**src/rtl/fmc120_cpld_spi_read_seq_if.sv**
```systemverilog
// Port bundle between the read sequencer and the shared I2C byte engine.
// Handshake: the sequencer pulses start for one cycle with datatx/nack/stopbit
// already stable; the engine holds running high while busy, and datarx is valid
// once running falls. The sequencer treats running low (after its settle
// window) as transaction complete.
interface fmc120_cpld_spi_read_seq_if;
   logic        start;
   logic        stopbit;
   logic [3:0]  nack;
   logic [31:0] datatx;
   logic        running;
   logic [31:0] datarx;

   modport master (
      output start, stopbit, nack, datatx,
      input  running, datarx
   );

   modport slave (
      input  start, stopbit, nack, datatx,
      output running, datarx
   );
endinterface

```
**src/rtl/fmc120_cpld_spi_read_seq.sv**
```systemverilog
// FMC120 CPLD I2C-to-SPI bridge read sequencer: switch steering, SPI address
// load, bridge read action and result readback through the shared I2C engine.
module fmc120_cpld_spi_read_seq #(
   parameter int TIMEOUT = 65535
) (
   input  logic        clk,
   input  logic        sreset,
   input  logic [31:0] devcmd,
   input  logic        stb_devcmd,
   input  logic [7:0]  i2cswlocation,
   fmc120_cpld_spi_read_seq_if.master eng,
   output logic        busy,
   output logic [23:0] rddata,
   output logic        rdvalid,
   output logic        rderr,
   output logic [3:0]  dbg_state
);

   typedef enum logic [3:0] {
      S_IDLE   = 4'd0,
      S_SWITCH = 4'd1,
      S_SPI8   = 4'd2,
      S_SPI7   = 4'd3,
      S_SPI0   = 4'd4,
      S_RDPTR  = 4'd5,
      S_RDDATA = 4'd6,
      S_DONE   = 4'd7,
      S_ERR    = 4'd8
   } state_t;

   localparam logic [6:0]  SWITCH_ADDR = 7'h74;
   localparam logic [6:0]  BRIDGE_ADDR = 7'h1c;
   localparam logic [15:0] TO_LIMIT    = 16'(TIMEOUT);

   state_t      state, state_nx;
   logic [15:0] scnt;
   logic [3:0]  dev_q;
   logic [7:0]  addr_hi_q, addr_lo_q;
   logic        busy_q, busy_nx;
   logic [23:0] rddata_q;
   logic [31:0] datatx_q, tx_nx;
   logic [3:0]  nack_q, nack_nx;
   logic        stop_q, stop_nx;

   logic [3:0]  src_dev;
   logic [7:0]  src_hi, src_lo;
   logic [7:0]  sw_sel, action;
   logic        cmd_ok, spi_dev, len2, xfer, adv;

   // While idle, decode straight from the incoming command so the first
   // transaction's payload can be registered on the capture edge.
   always_comb begin
      src_dev = (state == S_IDLE) ? devcmd[31:28] : dev_q;
      src_hi  = (state == S_IDLE) ? devcmd[23:16] : addr_hi_q;
      src_lo  = (state == S_IDLE) ? devcmd[15:8]  : addr_lo_q;
      sw_sel  = src_dev[3] ? 8'h04 : 8'h02;
      spi_dev = (src_dev[2:0] != 3'd0);
      len2    = (src_dev[2:0] == 3'd2);
      cmd_ok  = devcmd[24] && (devcmd[30:28] < 3'd5);
      case (src_dev[2:0])
         3'd1:    action = 8'h01;
         3'd2:    action = 8'h02;
         3'd3:    action = 8'h04;
         3'd4:    action = 8'h08;
         default: action = 8'h00;
      endcase
   end

   assign xfer = (state == S_SWITCH) || (state == S_SPI8) || (state == S_SPI7) ||
                 (state == S_SPI0) || (state == S_RDPTR) || (state == S_RDDATA);
   assign adv  = (scnt >= 16'd8) && !eng.running;

   always_comb begin
      state_nx = state;
      busy_nx  = busy_q;
      case (state)
         S_IDLE: begin
            if (stb_devcmd) begin
               if (!cmd_ok) begin
                  state_nx = S_ERR;
               end else begin
                  busy_nx = 1'b1;
                  if (i2cswlocation != sw_sel) state_nx = S_SWITCH;
                  else if (spi_dev)            state_nx = S_SPI8;
                  else                         state_nx = S_RDPTR;
               end
            end
         end
         S_SWITCH: if (adv) state_nx = spi_dev ? S_SPI8 : S_RDPTR;
         S_SPI8:   if (adv) state_nx = S_SPI7;
         S_SPI7:   if (adv) state_nx = S_SPI0;
         S_SPI0:   if (adv) state_nx = S_RDPTR;
         S_RDPTR:  if (adv) state_nx = S_RDDATA;
         S_RDDATA: if (adv) state_nx = S_DONE;
         S_DONE:   state_nx = S_IDLE;
         S_ERR:    state_nx = S_IDLE;
         default:  state_nx = S_IDLE;
      endcase
      if (xfer && (scnt == TO_LIMIT)) state_nx = S_ERR;
      if (state_nx == S_IDLE) busy_nx = 1'b0;

      // Payload for the state being entered; held in registers for its duration.
      tx_nx   = 32'h0;
      nack_nx = 4'd0;
      stop_nx = 1'b0;
      case (state_nx)
         S_SWITCH: begin
            tx_nx = {SWITCH_ADDR, 1'b0, sw_sel, 16'h0000}; nack_nx = 4'd2; stop_nx = 1'b1;
         end
         S_SPI8: begin
            tx_nx = {BRIDGE_ADDR, 1'b0, 8'h08, src_hi, 8'h00}; nack_nx = 4'd3; stop_nx = 1'b1;
         end
         S_SPI7: begin
            tx_nx = {BRIDGE_ADDR, 1'b0, 8'h07, src_lo, 8'h00}; nack_nx = 4'd3; stop_nx = 1'b1;
         end
         S_SPI0: begin
            tx_nx = {BRIDGE_ADDR, 1'b0, 8'h00, action | 8'h80, 8'h00}; nack_nx = 4'd3; stop_nx = 1'b1;
         end
         S_RDPTR: begin
            tx_nx   = spi_dev ? {BRIDGE_ADDR, 1'b0, 8'h06, 16'h0000}
                              : {BRIDGE_ADDR, 1'b0, src_hi, 16'h0000};
            nack_nx = 4'd2;
            stop_nx = 1'b1;
         end
         S_RDDATA: begin
            tx_nx = {BRIDGE_ADDR, 1'b1, 24'h000000}; nack_nx = len2 ? 4'd2 : 4'd1; stop_nx = 1'b1;
         end
         default: ;
      endcase
   end

   always_ff @(posedge clk or posedge sreset) begin
      if (sreset) begin
         state     <= S_IDLE;
         scnt      <= 16'd0;
         dev_q     <= 4'd0;
         addr_hi_q <= 8'h00;
         addr_lo_q <= 8'h00;
         busy_q    <= 1'b0;
         rddata_q  <= 24'h0;
         datatx_q  <= 32'h0;
         nack_q    <= 4'd0;
         stop_q    <= 1'b0;
      end else begin
         state    <= state_nx;
         busy_q   <= busy_nx;
         datatx_q <= tx_nx;
         nack_q   <= nack_nx;
         stop_q   <= stop_nx;
         if (state_nx != state)    scnt <= 16'd0;
         else if (state != S_IDLE) scnt <= scnt + 16'd1;
         if ((state == S_IDLE) && stb_devcmd && cmd_ok) begin
            dev_q     <= devcmd[31:28];
            addr_hi_q <= devcmd[23:16];
            addr_lo_q <= devcmd[15:8];
         end
         if ((state == S_RDDATA) && (state_nx == S_DONE))
            rddata_q <= len2 ? {8'h00, eng.datarx[15:0]} : {16'h0000, eng.datarx[7:0]};
      end
   end

   assign eng.start   = xfer && (scnt == 16'd2);
   assign eng.datatx  = datatx_q;
   assign eng.nack    = nack_q;
   assign eng.stopbit = stop_q;
   assign busy        = busy_q;
   assign rddata      = rddata_q;
   assign rdvalid     = (state == S_DONE);
   assign rderr       = (state == S_ERR);
   assign dbg_state   = state;

endmodule
```
**src/flat_wrapper.sv**
```systemverilog
// flat-port wrapper written by rule: the top's interface ports become plain ports
module fmc120_cpld_spi_read_seq_flat 
#(
   parameter int TIMEOUT = 65535
)
  (clk, sreset, devcmd, stb_devcmd, i2cswlocation, busy, rddata, rdvalid, rderr, dbg_state, eng_start, eng_stopbit, eng_nack, eng_datatx, eng_running, eng_datarx);
  fmc120_cpld_spi_read_seq_if eng_i ();
  input  logic clk;
  input  logic sreset;
  input  logic [31:0] devcmd;
  input  logic stb_devcmd;
  input  logic [7:0] i2cswlocation;
  output logic busy;
  output logic [23:0] rddata;
  output logic rdvalid;
  output logic rderr;
  output logic [3:0] dbg_state;
  output wire logic [$bits(eng_i.start)-1:0] eng_start;
  output wire logic [$bits(eng_i.stopbit)-1:0] eng_stopbit;
  output wire logic [$bits(eng_i.nack)-1:0] eng_nack;
  output wire logic [$bits(eng_i.datatx)-1:0] eng_datatx;
  input wire logic [$bits(eng_i.running)-1:0] eng_running;
  input wire logic [$bits(eng_i.datarx)-1:0] eng_datarx;
  assign eng_start = eng_i.start;
  assign eng_stopbit = eng_i.stopbit;
  assign eng_nack = eng_i.nack;
  assign eng_datatx = eng_i.datatx;
  assign eng_i.running = eng_running;
  assign eng_i.datarx = eng_datarx;
  fmc120_cpld_spi_read_seq #(.TIMEOUT(TIMEOUT)) u_core (.clk(clk), .sreset(sreset), .devcmd(devcmd), .stb_devcmd(stb_devcmd), .i2cswlocation(i2cswlocation), .eng(eng_i), .busy(busy), .rddata(rddata), .rdvalid(rdvalid), .rderr(rderr), .dbg_state(dbg_state));
endmodule
```
**config.mk**
```make
export PLATFORM = sky130hd
export DESIGN_NAME = fmc120_cpld_spi_read_seq_flat
export DESIGN_NICKNAME = d
export VERILOG_FILES = /design/src/rtl/fmc120_cpld_spi_read_seq_if.sv /design/src/rtl/fmc120_cpld_spi_read_seq.sv /design/src/flat_wrapper.sv
export SDC_FILE = /design/constraint.sdc
export NUM_CORES = 1
export LEC_CHECK = 0
export CORE_MARGIN = 10
export CORE_UTILIZATION = 46
export DETAILED_ROUTE_END_ITERATION = 6
export PLACE_DENSITY = 0.82
export SYNTH_ARGS = -nofsm -noshare
export SYNTH_HDL_FRONTEND = slang
export SYNTH_SLANG_ARGS = --single-unit
```
**constraint.sdc**
```tcl
create_clock -name clk -period 3.9 [get_ports clk]
set_input_delay 0.78 -clock clk [delete_from_list [all_inputs] [get_ports clk]]
set_output_delay 0.78 -clock clk [all_outputs]
set_load 0.005 [all_outputs]
```
==> impl_metrics.json, run 1 <==
{
  "drc": 0,
  "synth_edf_count": 0,
  "critPathMaxFanout": 10,
  "drtPass1Iterations": 5,
  "place_area_sq_um": 5200,
  "rr_worst_depth": 7,
  "numClockSinks": 80,
  "arrival_ns": 3.60,
  "fp-row-count": 34,
  "netlist_area_sq_um": 4170,
  "grt_max_degree": 51,
  "postCtsSetupRepairBufs": 0,
  "ctsRootBufferMaster": "clkbuf_8",
  "syn_avg_cell_area_sq_um": 10.2,
  "criticalPathCategory": "flip-flop to flip-flop",
  "ir_worst_vdd_mv": 0.269,
  "antenna_found_initial": 0,
  "synth_cell_types": 58,
  "whs_ns": 0.501,
  "rsz0062_at_grt": "false",
  "synthToLayoutAreaGrowth_pct": 29.7,
  "start_util_pct": 47.6,
  "dieArea_sq_um": 13300,
  "ys_seq_elements": 80,
  "via_per_inst": 5.50,
  "wl_per_cell_um": 17.8,
  "final_cells": 620,
  "worstHoldPathType": "flip-flop to flip-flop",
  "drv_slew": 0,
  "pin_count": 145,
  "endpoint_kind": "flip-flop",
  "die_h_um": 115,
  "clk_pin_slew_ns": 0.08,
  "portBuffers": 97,
  "final_common_cell": "clkdlybuf4s50_1",
  "drv_cap": 0,
  "h-tree-depth": 3,
  "die_x_um": 115,
  "nNetsFinal": 586,
  "post-dp-hpwl_mm": 8.33,
  "critPathSlowestCell": "a2111oi_0",
  "cts_buffers": 9,
  "crit_path_max_incr_delay_ns": 0.74,
  "post_cts_resized": 0,
  "min_period_ns": 3.36,
  "netlist_instances": 407,
  "coreArea_sq_um": 8760,
  "clk_latency_ns": 0.36,
  "drive_gt1_share_pct": 12.5,
  "ant_nets": 0,
  "required_ns": 4.13,
  "gp_congestion": 0.929,
  "fin_setup_tns_ns": 0,
  "busiest_layer": "met2",
  "final_cell_mix": "clkdlybuf4s50_1, dfrtp_1, nand2_1, nor2_1, mux2_2",
  "status": "complete, no violations",
  "drt_iter0_drc": 324,
  "power_density_nw_per_um2": 661,
  "post-route-period-util_pct": 86.3,
  "async_flop_share_pct": 100,
  "crit_chain": "nor4_1 -> a41oi_1 -> a2111oi_0 -> a31oi_1 -> nand2_1 -> mux4_1 -> nor2b_1",
  "max_freq_ghz": 0.297,
  "globalRouteOverflowTotal": 0,
  "tightest_slew_ns": 0.860,
  "path_buf_inv": 0,
  "use_met3_pct": 4.58,
  "grt_util_met1_pct": 20.8,
  "synth-seq-area-share_pct": 48.0,
  "finClkSkew_ns": 0.0108,
  "grt.total_usage_pct": 16.2,
  "clockBufferDepth": 2,
  "fill_cells": 699,
  "finalHoldViolCount": 0,
  "grt_pass1_wl_mm": 17.5,
  "grt_pass1_vias": 3397,
  "synth-main-ff-cell": "dfrtp_1",
  "use_met2_pct": 25.9,
  "worstHoldPathCells": 2,
  "ctsHoldBuffers": 0,
  "dp.cells": 604,
  "slew_headroom_pct": 42.4,
  "cp_top_family": "compound AO/OA/AOI/OAI gates",
  "setup_viol_count_final": 0,
  "path_depth": 7,
  "cp-start-kind": "flip-flop",
  "yosysWarnings": 0,
  "diodes": 0,
  "via_count": 3410,
  "leakagePower_nw": 2.36,
  "fin_area_sq_um": 5410,
  "totalWireLength_mm": 11.0,
  "cts_tree": "yes"
}
-- layer usage --
layer,share of wire [%],up-vias
met5,0,-
met4,1.8,0
met3,8.2,15
met2,47,144
met1,43,1642
li1,-,1609
-- cells in the mapped netlist, drive strengths merged, types with 2 or more instances --
library cell | count | area (sq um)
nand2b | 3 | 18.8
or4 | 2 | 15.0
and3b | 2 | 17.5
xor2 | 10 | 87.6
a31o | 3 | 26.3
buf | 27 | 196
nor4 | 10 | 77.6
clkbuf | 11 | 41.3
and4 | 3 | 26.3
o21ai | 19 | 95.1
mux4 | 3 | 78.8
nand3 | 10 | 50.1
nor2b | 4 | 25.0
a211oi | 4 | 42.5
inv | 11 | 41.3
nor2 | 35 | 131
o22ai | 2 | 12.5
nor3 | 17 | 90.1
nand2 | 46 | 175
and3 | 7 | 43.8
or3 | 4 | 30.0
a21oi | 15 | 75.1
dfrtp | 80 | 2000
nand4 | 7 | 50.1
ha | 3 | 37.5
nor3b | 4 | 30.0
a21o | 3 | 22.5
o21a | 3 | 22.5
mux2 | 27 | 319
a31oi | 4 | 25.0
mux2i | 8 | 80.1
xnor2 | 4 | 35.0
o22a | 2 | 17.5
-- worst register-to-register path: stages (launching register included) --
cell and delay [ns]:
dfrtp_1 0.44, nor4_1 0.38, a41oi_1 0.36, a2111oi_0 0.75
a31oi_1 0.35, nand2_1 0.48, mux4_1 0.36, nor2b_1 0.14
-- area by class of cell --
type | instances | area (sq um) | area share [%]
Tap cell | 108 | 135 | 2.50
Clock inverter | 5 | 62.6 | 1.16
Multi-Input combinational cell | 297 | 1960 | 36.2
Timing Repair Buffer | 108 | 1070 | 19.7
Clock buffer | 11 | 141 | 2.61
Sequential cell | 80 | 2000 | 37.0
Inverter | 11 | 41.3 | 0.764
-- state kept, by name (all words and copies together), names as in the netlist --
name                flops
u_core.eng.nack         2
u_core.rddata          16
u_core.scnt            16
u_core.busy             1
u_core.dev_q            4
u_core.addr_hi_q        8
u_core.dbg_state        4
u_core.addr_lo_q        8
u_core.eng.datatx      20
u_core.eng.stopbit      1
-- worst paths after layout --
kind | start | endpoint | slack (ns)
worst max-delay path | u_core.scnt[6] | u_core.eng.datatx[12] | 0.54
max in group asynchronous | sreset | u_core.scnt[2] | 2.34
worst min register to register | u_core.rddata[12] | u_core.rddata[12] | 0.50
worst max register to register | u_core.scnt[6] | u_core.eng.datatx[12] | 0.54
min in group asynchronous | sreset | u_core.rddata[0] | 0.85
worst min-delay path | u_core.rddata[12] | u_core.rddata[12] | 0.50
-- power breakdown --
part	leakage [nW]	switching, W	total (W)	internal (W)
logic	1.23	0.000781	0.00163	0.000847
clock network	0.0966	0.000320	0.000638	0.000318
registers	1.03	0.000194	0.00131	0.00111
-- cells by family after synthesis --
logic type | count (synthesis) | share of synthesized area (%)
flops | 80 | 48.0
other cells | 1 | 0.0899
compound gates | 67 | 11.0
fa+ha+maj | 3 | 0.900
simple gates | 155 | 18.9
buf+inv | 49 | 6.69
mux | 38 | 11.5
xor+xnor | 14 | 2.94
-- per-stage QoR --
stage	total power (W)	setup WS, ns	utilization, %
5_1_grt	0.00382	0.114	61.7
4_1_cts	0.00359	0.589	61.7
3_5_place_dp	0.00295	0.219	59.4
3_3_place_gp	0.00287	0.286	59.4
6_report	0.00357	0.535	61.7
2_1_floorplan	0.00223	0.953	-
Power figures use the tool's default switching activity.
==> run 2, diff against run 1 <==
--- a/config.mk
+++ b/config.mk
@@ -6,9 +6,10 @@
 export NUM_CORES = 1
 export LEC_CHECK = 0
 export CORE_MARGIN = 10
-export CORE_UTILIZATION = 46
+export CORE_UTILIZATION = 47
+export CTS_BUF_LIST = sky130_fd_sc_hd__clkbuf_4
 export DETAILED_ROUTE_END_ITERATION = 6
-export PLACE_DENSITY = 0.82
+export PLACE_DENSITY = 0.84
 export SYNTH_ARGS = -nofsm -noshare
 export SYNTH_HDL_FRONTEND = slang
 export SYNTH_SLANG_ARGS = --single-unit
==> run 2 against run 1 <==
Critical path depth stayed put. First-iteration DRC count is 14% higher. Flip-flop and latch count stayed put. Non-clock buffer count is 1 higher. Register-to-register slack worse by 0.05 ns. Sequential power hardly changed. Sequential share of layout area is 0.32 points higher. Via count is 2.4% higher. Utilization is 0.072 points higher. Cell count is 0.16% higher. Critical path type unchanged. Largest cell class unchanged. Largest power group unchanged.
==> impl_metrics.json, run 2 (synthesized netlist as in run 1, its figures left out) <==
{
  "numClockSinks": 80,
  "fin_setup_tns_ns": 0,
  "clk_pin_slew_ns": 0.14,
  "max_freq_ghz": 0.293,
  "worstHoldPathType": "flip-flop to flip-flop",
  "drive_gt1_share_pct": 12.9,
  "endpoint_kind": "flip-flop",
  "ctsHoldBuffers": 0,
  "cp-start-kind": "flip-flop",
  "pin_count": 145,
  "clockBufferDepth": 2,
  "totalWireLength_mm": 10.7,
  "power_density_nw_per_um2": 651,
  "grt_max_degree": 32,
  "cts_tree": "yes",
  "die_x_um": 114,
  "finalHoldViolCount": 0,
  "slew_headroom_pct": 45.2,
  "post_cts_resized": 0,
  "ctsRootBufferMaster": "clkbuf_4",
  "globalRouteOverflowTotal": 0,
  "min_period_ns": 3.42,
  "drv_cap": 0,
  "fp-row-count": 34,
  "grt_pass1_wl_mm": 17.0,
  "cts_buffers": 9,
  "leakagePower_nw": 2.35,
  "drv_slew": 0,
  "largest_reg_flops": 20,
  "clk_latency_ns": 0.42,
  "post-route-period-util_pct": 87.6,
  "grt_pass1_vias": 3459,
  "rsz0062_at_grt": "false",
  "critPathMaxFanout": 10,
  "setup_viol_count_final": 0,
  "ant_nets": 0,
  "finClkSkew_ns": 0.0230,
  "rr_startpoint": "u_core.scnt[6]",
  "via_per_inst": 5.62,
  "diodes": 0,
  "synthToLayoutAreaGrowth_pct": 28.6,
  "criticalPathCategory": "flip-flop to flip-flop",
  "reg2reg_slack_ns": 0.48,
  "via_count": 3493,
  "die_h_um": 114,
  "fin_util_pct": 61.8,
  "min_to": "u_core.rddata[15]",
  "hp-start": "u_core.rddata[15]",
  "post-dp-hpwl_mm": 8.21,
  "drt_iter0_drc": 368,
  "final_common_cell": "clkdlybuf4s50_1",
  "h-tree-depth": 3,
  "reg2reg_to": "u_core.eng.datatx[8]",
  "rr_worst_depth": 7,
  "coreArea_sq_um": 8680,
  "drtPass1Iterations": 5,
  "dieArea_sq_um": 13000,
  "ir_worst_vdd_mv": 0.276,
  "worstHoldPathCells": 2,
  "final_cell_mix": "clkdlybuf4s50_1, dfrtp_1, nand2_1, nor2_1, mux2_2",
  "grt.total_usage_pct": 15.7,
  "start_util_pct": 48.0,
  "gp_congestion": 0.905,
  "required_ns": 4.23,
  "wl_per_cell_um": 17.2,
  "portBuffers": 97,
  "tightest_slew_ns": 0.801,
  "arrival_ns": 3.75,
  "postCtsSetupRepairBufs": 0,
  "antenna_found_initial": 0,
  "drc": 0,
  "nNetsFinal": 587,
  "status": "complete, no violations"
}
==> run 2: stage by stage <==
stage	setup slack, ns	total power, W	cell area [sq um]	std cells	hold WS, ns
after detailed placement	0.310	0.00294	5200	605	0.479
after global placement	0.337	0.00286	5200	605	0.463
after global routing	0.316	0.00373	5360	621	0.535
after CTS	0.578	0.00350	5360	621	0.509
after floorplan	0.953	0.00223	4240	426	0.451
final	0.483	0.00349	5360	621	0.501
==> run 2: worst max path at each step <==
| stage | startpoint | end | slack (ns) | cells past startpoint |
|---|---|---|---|---|
| CTS | u_core.dbg_state[2] | eng_start | 0.58 | 4 |
| global placement | eng_running | u_core.eng.datatx[8] | 0.34 | 7 |
| detailed placement | eng_running | u_core.eng.nack[1] | 0.31 | 7 |
| finish | u_core.scnt[6] | u_core.eng.datatx[8] | 0.48 | 7 |
| floorplan | u_core.dbg_state[0] | u_core.rddata[0] | 0.95 | 8 |
| global route | u_core.scnt[10] | u_core.eng.datatx[8] | 0.32 | 7 |
==> run 2: metal layers <==
layer / GRT usage, % / up-vias / wire, um
li1: - / 1611 / -
met1: 20.1 / 1716 / 4600
met2: 25.7 / 157 / 5030
met3: 4.51 / 9 / 924
met4: 3.59 / 0 / 100
met5: 0 / - / 0
==> run 2: worst max-delay path: stages (launching register included) <==
cell	delay, ns
dfrtp_1	0.46
nor4_1	0.38
a41oi_1	0.36
a2111oi_0	0.77
a31oi_1	0.34
nand2_1	0.48
mux2_2	0.38
o2bb2ai_1	0.15
==> run 2: power by group <==
group	switching (W)	total, W	internal [W]
registers	0.000196	0.00131	0.00111
logic	0.000771	0.00162	0.000845
clock network	0.000287	0.000563	0.000275
==> run 2: cell type report <==
cell class / instances / area [sq um]
fill: 698 / 3320
sequential: 80 / 2000
multi-input combinational: 297 / 1960
timing repair buffer: 109 / 1060
tap: 108 / 135
clock buffer: 11 / 82.6
clock inverter: 5 / 78.8
inverter: 11 / 42.5
